--- src/rtl/color_cycler_pkg.sv ---
// Shared mode encodings and sizing helpers for the colour cycler.
package color_cycler_pkg;

    localparam logic [1:0] MODE_BYPASS = 2'd0;
    localparam logic [1:0] MODE_WRAP   = 2'd1;
    localparam logic [1:0] MODE_SAT    = 2'd2;

    // Gain offset per channel: channel 0 uses i*i, channel k>=1 uses i*(i+k+1).
    function automatic int chan_offset(input int k);
        return (k == 0) ? 0 : k + 1;
    endfunction

    // Width that holds pixel * i * (i + off) without any truncation.
    function automatic int prod_width(input int cw, input int step_w);
        return cw + 2 * step_w + 4;
    endfunction

endpackage

--- src/rtl/color_cycler_chan.sv ---
// One colour channel: gain multiply, wrap or clamp, and the stage-2 result register.
// COLOR_CYCLER_SAT_EN adds the clamp path; without it mode 2 wraps like mode 1.
module color_cycler_chan
    import color_cycler_pkg::*;
#(
    parameter int CW     = 8,
    parameter int STEP_W = 5,
    parameter int K      = 0
) (
    input  logic              clk,
    input  logic              reset,
    input  logic              i_load,
    input  logic [CW-1:0]     i_chan,
    input  logic [STEP_W-1:0] i_step,
    input  logic [1:0]        i_mode,
    output logic [CW-1:0]     o_chan
);

    localparam int PW  = prod_width(CW, STEP_W);
    localparam int OFF = chan_offset(K);

    logic [PW-1:0] w_idx;
    logic [PW-1:0] w_gain;
    logic [PW-1:0] w_prod;
    logic          w_bypass;
    logic [CW-1:0] w_result;
    logic [CW-1:0] r_chan;

    always_comb begin
        w_idx    = PW'(i_step);
        w_gain   = w_idx * (w_idx + PW'(OFF));
        w_prod   = PW'(i_chan) * w_gain;
        w_bypass = (i_step == '0) || (i_mode == MODE_BYPASS) || (i_mode == 2'd3);
    end

`ifdef COLOR_CYCLER_SAT_EN
    logic w_over;
    assign w_over = |w_prod[PW-1:CW];

    always_comb begin
        w_result = w_prod[CW-1:0];
        if (w_bypass)
            w_result = i_chan;
        else if ((i_mode == MODE_SAT) && w_over)
            w_result = '1;
    end
`else
    // High product bits only matter for the clamp, which is not built here.
    logic w_unused_hi;
    assign w_unused_hi = ^w_prod[PW-1:CW];

    always_comb begin
        w_result = w_prod[CW-1:0];
        if (w_bypass)
            w_result = i_chan;
    end
`endif

    always_ff @(posedge clk) begin
        if (reset)
            r_chan <= '0;
        else if (i_load)
            r_chan <= w_result;
    end

    assign o_chan = r_chan;

endmodule

--- src/rtl/color_cycler.sv ---
// Colour cycler top: step synchroniser and counter, 2-stage valid/ready pipeline, per-channel gain.
// COLOR_CYCLER_SAT_EN (see color_cycler_chan) enables saturation in mode 2.
module color_cycler
    import color_cycler_pkg::*;
#(
    parameter int CW     = 8,
    parameter int NCH    = 3,
    parameter int STEP_W = 5
) (
    input  logic                clk,
    input  logic                reset,
    input  logic                step,
    input  logic [1:0]          mode,
    input  logic                in_valid,
    output logic                in_ready,
    input  logic [NCH*CW-1:0]   in_pixel,
    output logic                out_valid,
    input  logic                out_ready,
    output logic [NCH*CW-1:0]   out_pixel,
    output logic [STEP_W-1:0]   step_count
);

    logic              r_step_meta;
    logic              r_step_sync;
    logic              r_step_prev;
    logic [STEP_W-1:0] r_step_count;

    logic              r_s1_valid;
    logic [NCH*CW-1:0] r_s1_pixel;
    logic [STEP_W-1:0] r_s1_step;
    logic [1:0]        r_s1_mode;
    logic              r_s2_valid;

    logic              w_step_rise;
    logic              w_s2_free;
    logic              w_s1_move;

    assign w_step_rise = r_step_sync & ~r_step_prev;
    assign w_s2_free   = !r_s2_valid || out_ready;
    assign w_s1_move   = r_s1_valid && w_s2_free;
    assign in_ready    = !r_s1_valid || w_s1_move;

    always_ff @(posedge clk) begin
        if (reset) begin
            r_step_meta  <= 1'b0;
            r_step_sync  <= 1'b0;
            r_step_prev  <= 1'b0;
            r_step_count <= '0;
            r_s1_valid   <= 1'b0;
            r_s1_pixel   <= '0;
            r_s1_step    <= '0;
            r_s1_mode    <= MODE_BYPASS;
            r_s2_valid   <= 1'b0;
        end else begin
            r_step_meta <= step;
            r_step_sync <= r_step_meta;
            r_step_prev <= r_step_sync;
            if (w_step_rise)
                r_step_count <= r_step_count + 1'b1;

            // Step index is captured before this cycle's increment lands.
            if (in_ready) begin
                r_s1_valid <= in_valid;
                if (in_valid) begin
                    r_s1_pixel <= in_pixel;
                    r_s1_step  <= r_step_count;
                    r_s1_mode  <= mode;
                end
            end

            if (w_s2_free)
                r_s2_valid <= r_s1_valid;
        end
    end

    for (genvar k = 0; k < NCH; k++) begin : g_chan
        color_cycler_chan #(
            .CW     (CW),
            .STEP_W (STEP_W),
            .K      (k)
        ) u_chan (
            .clk    (clk),
            .reset  (reset),
            .i_load (w_s1_move),
            .i_chan (r_s1_pixel[k*CW +: CW]),
            .i_step (r_s1_step),
            .i_mode (r_s1_mode),
            .o_chan (out_pixel[k*CW +: CW])
        );
    end

    assign out_valid  = r_s2_valid;
    assign step_count = r_step_count;

endmodule

--- config.mk ---
export PLATFORM = sky130hd
export DESIGN_NAME = color_cycler
export DESIGN_NICKNAME = d
export VERILOG_FILES = /design/src/rtl/color_cycler_pkg.sv /design/src/rtl/color_cycler_chan.sv /design/src/rtl/color_cycler.sv
export SDC_FILE = /design/constraint.sdc
export NUM_CORES = 1
export LEC_CHECK = 0
export ABC_CLOCK_PERIOD_IN_PS = 14500
export CAP_MARGIN = 20
export CORE_MARGIN = 10
export CORE_UTILIZATION = 64
export CTS_CLUSTER_SIZE = 20
export DETAILED_ROUTE_END_ITERATION = 8
export PLACE_DENSITY = 0.92
export SETUP_SLACK_MARGIN = 0.02
export SLEW_MARGIN = 20
export SYNTH_ARGS = -nofsm -noshare
export SYNTH_HDL_FRONTEND = slang
export SYNTH_SLANG_ARGS = --single-unit
export TNS_END_PERCENT = 50
--- constraint.sdc ---
create_clock -name clk -period 14.5 [get_ports clk]
set_input_delay 4.35 -clock clk [delete_from_list [all_inputs] [get_ports clk]]
set_output_delay 4.35 -clock clk [all_outputs]
set_load 0.01 [all_outputs]
==> metrics.md <==
| Metric | Value |
|---|---|
| Status | `complete, no violations` |
| Post-CTS setup buffer count | `0` |
| PortBufs | `61` |
| Core area | `0.00982 mm2` |
| Hpwl dp | `12000 um` |
| Slowest stage cell, crit path | `clkdlybuf4s50_1` |
| Worst R2R Setup Slack | `6.73 ns` |
| CTS clk-pin slew, worst paths | `0.07 ns` |
| Remaining Overflow, GRT | `0` |
| Most used cell, CP | `clkdlybuf4s50_1` |
| Worst Tran Pin Value | `1.01 ns` |
| VDD IR max | `0.0639 mV` |
| DRT iter0 DRCs | `400` |
| Post-synth EDFFs | `0` |
| Setup CP Type | `in -> out` |
| Total Neg Setup Slack | `0 ns` |
| Antenna Nets Post-Route | `0` |
| Vias in the first global route | `5731` |
| Yosys warns | `0` |
| Final Core Density | `74.6%` |
| CTS tree | `done` |
| Routed len/inst | `16.5 um` |
| Seq/Total Area, Yosys | `20.0%` |
| Via count | `5296` |
| Die width | `121 um` |
| Worst min-delay path category | `reg -> reg` |
| Post-synthesis cell type count | `43` |
| Share of cells above drive strength 1 | `3.18%` |
| Maximum clock insertion buffer count | `2` |
| Final Hold Violating Endpoints | `0` |
| FP Rows | `36` |
| Residual DRC count | `0` |
| Largest net degree at the start of global routing | `67` |
| Initial antenna violation count | `0` |
| Root Buffer | `clkbuf_8` |
| Gpl congestion | `0.898` |
| Ports | `62` |
| Final setup viols | `0` |
| Worst rel slew slack | `32.6%` |
| Setup Skew | `0.0129 ns` |
| Most used DFF post-synth | `dfxtp_1` |
| H-tree depth | `3` |
| Avg Cell Area, Syn | `8.48 um2` |
| Clk_lat worst skew | `0.36 ns` |
| Crit start category | `input port` |
| Pwr/cell area | `55.1 mW/mm2` |
| RSZ-0062 raised after global routing | `no` |
| Async set-reset flop share out of synthesis | `0%` |
| Max-cap viol count | `0` |
| Die area | `0.0146 mm2` |
| Pwr Total | `0.403 mW` |
| Mapped Nets | `932` |
| Drt pass-1 iters | `5` |
| Final Cycle Share | `69.3%` |
| CP max FO | `5` |
| TritonCTS sink count | `65` |
| Wirelength, routed | `15700 um` |
| Crit path DAT | `5.71 ns` |
| Post-layout minimum cycle time | `10.06 ns` |
| First-pass GRT wire length | `26800 um` |
| Worst-path cell chain | `clkdlybuf4s50_1, nor2b_1, nand2_1, clkdlybuf4s50_1` |
| Slowest stage delay, CP | `0.53 ns` |
| Gates resized, CTS repair | `0` |
| Hold_buf cts | `0` |
| Worst setup EP type | `output port` |
| Layout area overhead | `12.5%` |
| Final Net Count | `976` |
| Die Y | `121 um` |
| Mapped Area | `0.00651 mm2` |
| Fmax | `99.5 MHz` |
| Post-synthesis instance total | `768` |
| CTS Buf Count | `9` |
| Max-slew violation count | `0` |
| All-Layer GR Usage | `22.3%` |
| CP required | `10.15 ns` |
| P_leak | `3.40 nW` |
| Starting Density | `66.3%` |
| Seq cells post-synth | `65` |
| Ant diodes | `0` |
| Vias per cell | `5.57` |
[cell usage in the layout, fill, tap and decap left out, types with 12 or more instances in the layout]
cell and instances:
nand2_1 123, inv_1 90, ha_1 83, dfxtp_1 65
clkdlybuf4s50_1 60, xnor2_1 56, a21oi_1 51, and2_1 50
fa_1 50, nor2_1 39, nor2b_1 15, mux2i_1 15
a21o_1 12, nand2b_1 12, a211oi_1 12
[synthesized netlist by cell type (all sizes together), types with 2 or more instances]
master	n	area, um2
o211ai	3	22.5
o21bai	2	15.0
o21ai	8	40.0
and3	3	18.8
a21oi	53	273
xor2	11	96.3
a21o	12	90.1
xnor2	56	490
and2	50	313
a31oi	2	12.5
a311oi	2	17.5
a211oi	12	90.1
mux2i	15	150
nor2b	16	100
xnor3	3	67.6
nand2b	12	75.1
nor2	40	153
fa	50	1000
buf	7	50.1
clkbuf	24	130
nor4b	3	26.3
inv	91	342
nand2	124	465
nand3	8	40.0
nand4	2	12.5
ha	83	1040
dfxtp	65	1300
and2b	2	15.0
[cells by family (layout without fill, tap and decap cells)]
| family | after synthesis | in the layout | share of synthesized area (%) |
|---|---|---|---|
| AO/OA/AOI/OAI | 98 | 98 | 9.11 |
| XOR/XNOR | 70 | 70 | 10.1 |
| adder cells (fa/ha/maj) | 133 | 133 | 31.3 |
| buffers and inverters | 123 | 172 | 8.07 |
| flip-flops | 65 | 65 | 20.0 |
| multiplexers | 15 | 15 | 2.31 |
| AND/OR/NAND/NOR | 264 | 264 | 19.1 |
[path summary, 6_finish.rpt]
kind	end	depth (start not counted)	start
setup / recovery	in_ready	4	out_ready
hold / removal	g_chan[0].u_chan.o_chan[5]$_SDFFE_PP0P_	2	g_chan[0].u_chan.o_chan[5]$_SDFFE_PP0P_
setup reg to reg	g_chan[2].u_chan.o_chan[7]$_SDFFE_PP0P_	25	r_s1_step[0]$_SDFFE_PP0P_
hold reg to reg	g_chan[0].u_chan.o_chan[5]$_SDFFE_PP0P_	2	g_chan[0].u_chan.o_chan[5]$_SDFFE_PP0P_
[power by group]
group          switching, mW  internal [mW]  total, mW
clock                 0.0807         0.0801      0.161
sequential           0.00961          0.187      0.196
combinational         0.0238         0.0224     0.0462
total                  0.114          0.289      0.403
[metrics by stage]
step	instance area, um2	hold slack [ns]	std cells	setup slack (ns)
CTS	7320	0.467	950	4.47
global route	7330	0.478	950	4.36
finish	7330	0.464	950	4.44
global placement	7130	0.434	934	4.47
floorplan	6510	0.414	768	5.45
detailed placement	7130	0.457	934	4.47
[critical path, delay by kind of cell]
kind          cells  cell delay [ns]
simple gates      2             0.43
buf+inv           2             0.93
[area by class of cell]
class / instances / area (um2)
Fill cell: 698 / 2490
Tap cell: 133 / 166
Sequential cell: 65 / 1300
Clock buffer: 10 / 128
Inverter: 92 / 345
Timing Repair Buffer: 64 / 631
Multi-Input combinational cell: 580 / 4690
Clock inverter: 6 / 66.3
[sequential cells by signal, summed over array words and instances, names as in the netlist]
register              flops
r_s1_valid                1
step_count                5
r_s1_mode                 2
r_s1_pixel               24
g_chan.u_chan.o_chan     24
out_valid                 1
r_step_prev               1
r_s1_step                 5
r_step_sync               1
r_step_meta               1
[layer usage]
metal	GRT usage, %	wire length (um)
met4	11.0	557
met3	4.14	784
met2	39.4	8080
met5	0	0
met1	25.2	6290
Power figures use the tool's default switching activity.
